--- config.mk ---
export PLATFORM = sky130hd
export DESIGN_NAME = byte_unstriping
export DESIGN_NICKNAME = d
export VERILOG_FILES = /design/src/rtl/byte_unstriping_pkg.sv /design/src/rtl/byte_unstriping_lane_fifo.sv /design/src/rtl/byte_unstriping.sv
export SDC_FILE = /design/constraint.sdc
export NUM_CORES = 1
export LEC_CHECK = 0
export CAP_MARGIN = 5
export CORE_UTILIZATION = 57
export CTS_CLUSTER_DIAMETER = 50
export DETAILED_ROUTE_END_ITERATION = 10
export PLACE_DENSITY = 0.79
export SLEW_MARGIN = 10
export SYNTH_ARGS = -nofsm -noshare
export SYNTH_HDL_FRONTEND = slang
export SYNTH_SLANG_ARGS = --single-unit
--- constraint.sdc ---
create_clock -name clk_2f -period 2.95 [get_ports clk_2f]
set_input_delay 0.59 -clock clk_2f [delete_from_list [all_inputs] [get_ports clk_2f]]
set_output_delay 0.59 -clock clk_2f [all_outputs]
set_load 0.05 [all_outputs]
--- src/rtl/byte_unstriping_pkg.sv ---
// Shared PHY constants for the two-lane receive merger.
package byte_unstriping_pkg;
   localparam int   PHY_WORD_W = 32;
   localparam logic LANE_0     = 1'b0;
   localparam logic LANE_1     = 1'b1;
endpackage

--- src/rtl/byte_unstriping_lane_fifo.sv ---
// Per-lane skew buffer: circular FIFO whose head word is visible combinationally.
module lane_fifo #(
   parameter int WIDTH = 32,
   parameter int DEPTH = 4
) (
   input  logic                     clk_2f,
   input  logic                     reset,
   input  logic                     push,
   input  logic                     pop,
   input  logic [WIDTH-1:0]         din,
   output logic [WIDTH-1:0]         dout,
   output logic [$clog2(DEPTH):0]   count,
   output logic                     full,
   output logic                     empty
);
   localparam int AW = $clog2(DEPTH);

   logic [WIDTH-1:0] mem [DEPTH];
   logic [AW-1:0]    head_reg;
   logic [AW-1:0]    tail_reg;
   logic [AW:0]      count_reg;

   always_ff @(posedge clk_2f) begin
      if (reset) begin
         head_reg  <= '0;
         tail_reg  <= '0;
         count_reg <= '0;
      end else begin
         if (push) tail_reg <= tail_reg + 1'b1;
         if (pop)  head_reg <= head_reg + 1'b1;
         case ({push, pop})
            2'b10:   count_reg <= count_reg + 1'b1;
            2'b01:   count_reg <= count_reg - 1'b1;
            default: count_reg <= count_reg;
         endcase
      end
   end

   // When full, tail equals head: the popped word is read before this write lands.
   always_ff @(posedge clk_2f) begin
      if (push) mem[tail_reg] <= din;
   end

   assign dout  = mem[head_reg];
   assign count = count_reg;
   assign full  = (count_reg == (AW+1)'(DEPTH));
   assign empty = (count_reg == '0);
endmodule

--- src/rtl/byte_unstriping.sv ---
// Merges two skewed 32-bit lanes into one stream in strict lane 0 / lane 1 order.
module byte_unstriping
   import byte_unstriping_pkg::*;
#(
   parameter int WIDTH = PHY_WORD_W,
   parameter int DEPTH = 4
) (
   input  logic             clk_2f,
   input  logic             reset,
   input  logic [WIDTH-1:0] lane_0,
   input  logic             valid_0,
   input  logic [WIDTH-1:0] lane_1,
   input  logic             valid_1,
   output logic [WIDTH-1:0] data_out,
   output logic             valid_out,
   output logic             next_lane,
   output logic             overflow_0,
   output logic             overflow_1
);
   localparam int AW = $clog2(DEPTH);
   localparam logic [AW:0] CNT_FULL = (AW+1)'(DEPTH);

   logic [1:0]       valid_in;
   logic [1:0]       push;
   logic [1:0]       pop;
   logic [1:0]       full;
   logic [1:0]       empty;
   logic [1:0]       drop;
   logic [WIDTH-1:0] din  [2];
   logic [WIDTH-1:0] head [2];
   logic [AW:0]      count [2];

   logic [WIDTH-1:0] data_out_reg;
   logic             valid_out_reg;
   logic             next_lane_reg;
   logic [1:0]       overflow_reg;

   assign valid_in = {valid_1, valid_0};
   assign din[0]   = lane_0;
   assign din[1]   = lane_1;

   generate
      for (genvar gi = 0; gi < 2; gi++) begin : g_lane
         // Only the lane the sequencer expects may pop; the other lane just waits.
         assign pop[gi]  = (int'(next_lane_reg) == gi) && !empty[gi];
         assign push[gi] = valid_in[gi] && (!full[gi] || pop[gi]);
         assign drop[gi] = valid_in[gi] && (count[gi] == CNT_FULL) && !pop[gi];

         lane_fifo #(
            .WIDTH (WIDTH),
            .DEPTH (DEPTH)
         ) u_fifo (
            .clk_2f (clk_2f),
            .reset  (reset),
            .push   (push[gi]),
            .pop    (pop[gi]),
            .din    (din[gi]),
            .dout   (head[gi]),
            .count  (count[gi]),
            .full   (full[gi]),
            .empty  (empty[gi])
         );
      end
   endgenerate

   always_ff @(posedge clk_2f) begin
      if (reset) begin
         data_out_reg  <= '0;
         valid_out_reg <= 1'b0;
         next_lane_reg <= LANE_0;
         overflow_reg  <= 2'b00;
      end else begin
         if (|pop) begin
            data_out_reg  <= (next_lane_reg == LANE_1) ? head[1] : head[0];
            valid_out_reg <= 1'b1;
            next_lane_reg <= ~next_lane_reg;
         end else begin
            data_out_reg  <= '0;
            valid_out_reg <= 1'b0;
         end
         overflow_reg <= overflow_reg | drop;
      end
   end

   assign data_out   = data_out_reg;
   assign valid_out  = valid_out_reg;
   assign next_lane  = next_lane_reg;
   assign overflow_0 = overflow_reg[0];
   assign overflow_1 = overflow_reg[1];
endmodule

Yosys cells after proc, flatten, opt, wreduce, memory -nomap -nowiden
Memories as Yosys holds them, arrays and structs flattened. A register that Yosys moved wholly into a read port is not among the register bits. Cells that the tools add are included.

Register bits after elaboration: 50. Bits in writable memories: 256. Output and inout bits: 36. Word-level logic and storage cells: 64. Memories: 2.

Memory list: g_lane[0].u_fifo.mem (words 4, width 32, read ports 1, clocked after Yosys merged registers in 1, write ports 1, RTL line byte_unstriping_lane_fifo.sv:18) `logic [WIDTH-1:0] mem [DEPTH];`; g_lane[1].u_fifo.mem (words 4, width 32, read ports 1, clocked after Yosys merged registers in 1, write ports 1, RTL line byte_unstriping_lane_fifo.sv:18).

Add/sub/neg operators: 8. Equal/unequal tests: 6. Multiplexer cells: 12. Bitwise logic cells: 4. Reduce and logical (&&, ||, !) cells: 22.

Operators by type and width (count): $mux W32 (1); $pmux W3 S2 (2); $add A2 B1 Y2 const B (4); $logic_and A1 B1 Y1 (8); $mux W2 (4); $add A3 B1 Y3 const B (2); $eq A3 B3 Y1 const B (2); $logic_not A1 Y1 (6); $logic_not A3 Y1 (2); $sub A3 B1 Y3 const B (2); $mux W1 (5); $eq A2 B1 Y1 const B (2); $eq A2 B2 Y1 const B (2); $reduce_bool A2 Y1 (2); $reduce_or A2 Y1 (2); $not A1 Y1 (3); $logic_or A1 B1 Y1 (2); $or A2 B2 Y2 (1).

Logic depth before layout (Yosys ltp)
Gate-level depths: netlist of run 1.

Word-level depth: 7. Mapped depth: 10. Gate-level depth less buffers: 9.

Cells and area by module
A second synthesis of run 1 with hierarchy kept.

Cells, all modules: 555. Area total of the unflattened synthesis: 11721.2 µm².

Modules (own cells, without submodules): lane_fifo (instances 2, cells each 214, area each 5092.4 µm², sequential area each 4023.9 µm²); byte_unstriping (instances 1, cells each 127, area each 1536.5 µm², sequential area each 720.7 µm²).

Least setup slack after synthesis of run 1
Ideal clock, no wire load.

Path type: register to register. From: reg next_lane_reg, in the netlist next_lane. To: reg g_lane[0].u_fifo.count_reg[2]. Library setup time: 70 ps. Arrival time: 2364 ps. Setup slack: 515 ps. Stages on the path, launching flop included: 11. Path buffers: 1. Path through: dfxtp_1 -> buf_2 -> and4bb_2 -> nor2_1 -> inv_1 -> ha_1 -> inv_1 -> fa_1 -> xor2_1 -> or3_1 -> a21oi_1.

Cells in the longest elaborated chain, start to end: 6.

Ends and longest elaborated chain: from (decl) (RTL line byte_unstriping.sv:35) `logic next_lane_reg;`; from (signal assigned) (RTL line byte_unstriping.sv:76) `next_lane_reg <= ~next_lane_reg;`; $not A1 Y1 (*) (RTL line byte_unstriping.sv:45) `assign pop[gi] = (int'(next_lane_reg) == gi) && !empty[gi];`; $logic_and A1 B1 Y1 (*) (RTL line byte_unstriping.sv:45); $logic_or A1 B1 Y1 (RTL line byte_unstriping.sv:46) `assign push[gi] = valid_in[gi] && (!full[gi] || pop[gi]);`; $logic_and A1 B1 Y1 (RTL line byte_unstriping.sv:46); $eq A2 B1 Y1 or $eq A2 B2 Y1 (tied branches) (RTL line byte_unstriping_lane_fifo.sv:31) `case ({push, pop})`; $pmux W3 S2 or $reduce_bool A2 Y1 (tied branches); to (signal assigned) (RTL line byte_unstriping_lane_fifo.sv:32) `2'b10: count_reg <= count_reg + 1'b1;`; to (signal assigned) (RTL line byte_unstriping_lane_fifo.sv:33) `2'b01: count_reg <= count_reg - 1'b1;`; to (signal assigned) (RTL line byte_unstriping_lane_fifo.sv:34) `default: count_reg <= count_reg;`; to (decl) (RTL line byte_unstriping_lane_fifo.sv:21) `logic [AW:0] count_reg;`.

Every way passes the cells marked *; elsewhere a longest branch is shown, timed or not. A chain may end at the register's enable or synchronous reset.

Final worst setup path of run 1
From: reg next_lane_reg, in the netlist next_lane. To: out next_lane.

RTL lines: to (decl) (RTL line byte_unstriping.sv:16) `output logic next_lane,`.

No word-level cell between the ends.

==> flow_metrics.py, run 1 <==
metrics = {
    "finish": {
        "fillCellCount": 1181,
        "final_nets": 767,
        "seqCellArea_sq_mm": 0.00877,
        "final_cells": 976,
        "layout-area-overhead-vs-synth_pct": 21.0,
        "final_cell_mix": "edfxtp_1 (256), clkdlybuf4s50_1 (102), mux4_2 (64), dfxtp_1 (50), nor3_1 (33)",
        "final_common_cell": "edfxtp_1",
        "antenna_cells": 0,
        "drive_above_1_share": 0.207,
        "largest_reg_flops": 256,
        "multi_input_area_sq_mm": 0.00252,
    },
    "setup_path": {
        "path_cells": "clkdlybuf4s50_1",
        "slowest_delay_ps": 900,
        "crit_required_ps": 2360,
        "cp_num_buf_inv": 1,
        "reg2reg_depth": 9,
        "crit_family": "buffers and inverters",
        "slowest_stage": "clkdlybuf4s50_1",
        "start_kind": "register",
        "cp_max_fo": 11,
        "cp-end-kind": "output port",
        "regToRegSetupSlack_ps": 540,
        "cp_num_cells": 1,
        "crit_type": "register to output port",
        "arrival_ps": 2010,
    },
    "sta": {
        "fmax_mhz": 384,
        "finalHoldViolCount": 0,
        "fin_setup_tns_ps": 0,
        "grt_setup_unrepaired": "no",
        "finalCriticalPeriod_ps": 2600,
        "skew_ps": 15.9,
        "finalCritPeriodShare": 0.882,
        "finalMaxSlewViolations": 0,
        "relSlewSlack": 0.542,
        "setup_violations": 0,
        "tightest_slew_ps": 686,
    },
    "clock_network": {
        "cts.sinks": 310,
        "cts_buffer_depth": 3,
        "cts_setup_buffers": 0,
        "cts_resized": 0,
        "cts-root-buf": "clkbuf_16",
        "clk_pin_slew_ps": 60,
        "cts_tree": "yes",
        "cts-hold-fix-buffers": 0,
        "htreeDepth": 1,
        "clkLatencyLatePin_ps": 550,
        "cts_made_buffers": 30,
    },
    "synthesis": {
        "postSynthRegisterBits": 310,
        "synthFlopType": "edfxtp_1",
        "netlist_area_sq_mm": 0.0115,
        "syn_area_per_cell_sq_um": 20.5,
        "syn-instance-count": 561,
        "synth_area_leaders": "edfxtp_1 (67%), mux4_2 (13%), dfxtp_1 (9.4%)",
        "synthArstFlopShare": 0,
        "syn_nets": 641,
        "synth_top_area_share": 0.668,
        "synth-seq-area-share": 0.762,
        "yosysTopAreaCell": "edfxtp_1",
        "synth_edf_count": 256,
        "synth_cell_types": 31,
        "ys_warn_count": 0,
    },
    "floorplanning": {
        "core-area_sq_mm": 0.0197,
        "die-area_sq_mm": 0.0208,
        "io_pins": 104,
        "start_util": 0.586,
        "die_h_microns": 144,
        "rows": 51,
        "die_width_microns": 144,
    },
    "power_and_ir_drop": {
        "p_leak_uw": 0.00468,
        "ir_drop_mv": 0.604,
        "power_density_mw_per_mm2": 921,
    },
    "placed_design": {
        "dp_hpwl_microns": 13800,
        "dp_cells": 920,
        "port-buffer-count": 103,
        "routabilityCongestion": 0.735,
    },
    "worst_hold_path": {
        "holdPathStages": 2,
        "holdCritPathClass": "register to register",
    },
    "routing": {
        "drc": 0,
        "vias": 5811,
        "routedWlPerCell_microns": 24.4,
        "drt_wl_total_microns": 23800,
        "ant_nets": 0,
        "viasPerCell": 5.95,
        "drt_first_pass_iters": 4,
        "drt_iter0_markers": 425,
    },
    "global_routing": {
        "overflow": 0,
        "antenna_found_initial": 0,
        "grtUsageTotal": 0.242,
        "grt_start_max_net_pins": 34,
        "grt_pass1_vias": 6187,
        "grt_pass1_wl_microns": 35700,
    },
    "run": {
        "maxCapViolCount": 0,
    },
    "run_status": {
        "status": "finished, final reports clean",
    },
}
==> area by class of cell <==
class / count / share of cell area
flip-flops and latches: 310 / 0.630
repair buffers: 121 / 0.0870
inverters: 16 / 0.00431
multi-input cells: 208 / 0.181
clock buffers: 40 / 0.0581
well taps: 265 / 0.0238
clock inverters: 16 / 0.0155
==> power by group <==
part / leakage (uW) / internal (uW) / switching, uW
clock network: 0.000497 / 2370 / 1570
logic: 0.00139 / 1410 / 1970
registers: 0.00279 / 5230 / 280
total: 0.00468 / 9000 / 3820
==> per-stage QoR <==
stage / power [uW] / hold WS [ps] / instance area, sq um / setup WS, ps / util
global placement: 8820 / 462 / 12900 / 386 / 0.656
floorplan: 7920 / 484 / 11500 / 515 / -
global route: 13300 / 515 / 13900 / 279 / 0.708
finish: 12800 / 494 / 13900 / 347 / 0.708
CTS: 12900 / 491 / 13900 / 343 / 0.708
detailed placement: 8920 / 476 / 12900 / 248 / 0.656
==> path summary, 6_finish.rpt <==
path | startpoint | end
max reg2reg | next_lane$_SDFFE_PP0N_ | g_lane[0].u_fifo.count[2]$_SDFFE_PP0P_
min reg2reg | overflow_reg[1]$_SDFF_PP0_ | overflow_reg[1]$_SDFF_PP0_
max | next_lane$_SDFFE_PP0N_ | next_lane
min | overflow_reg[1]$_SDFF_PP0_ | overflow_reg[1]$_SDFF_PP0_
==> metal layers <==
layer	GRT usage	wire length, microns	up-vias
li1	-	-	2505
met5	0	0	-
met3	0.0457	1670	42
met4	0.0868	593	0
met1	0.313	9270	3022
met2	0.411	12200	242
==> Yosys cell counts, drive strengths merged (2+ instances only) <==
| master | number |
|---|---|
| clkbuf | 6 |
| and3 | 8 |
| xor2 | 5 |
| edfxtp | 256 |
| fa | 2 |
| mux2i | 32 |
| mux4 | 64 |
| dfxtp | 54 |
| or3 | 4 |
| a21oi | 13 |
| buf | 21 |
| nor3 | 33 |
| ha | 10 |
| inv | 16 |
| o21ai | 7 |
| nor2 | 16 |
| nand3 | 4 |
==> kinds of logic after synthesis <==
| group | synth area share |
|---|---|
| DFF | 0.762 |
| xor gates and xnor gates | 0.00457 |
| adders and majority gates | 0.0143 |
| muxes | 0.153 |
| and+or+nand+nor | 0.0328 |
| buffers and inverters | 0.0207 |
| AOI/OAI and AO/OA | 0.0127 |
Power figures use the tool's default switching activity.
==> inputs of run 2 (changes only) <==
- CAP_MARGIN: 5 -> default
==> results of run 2 <==
Final layout, timing and power as in run 1 (identical DEF).
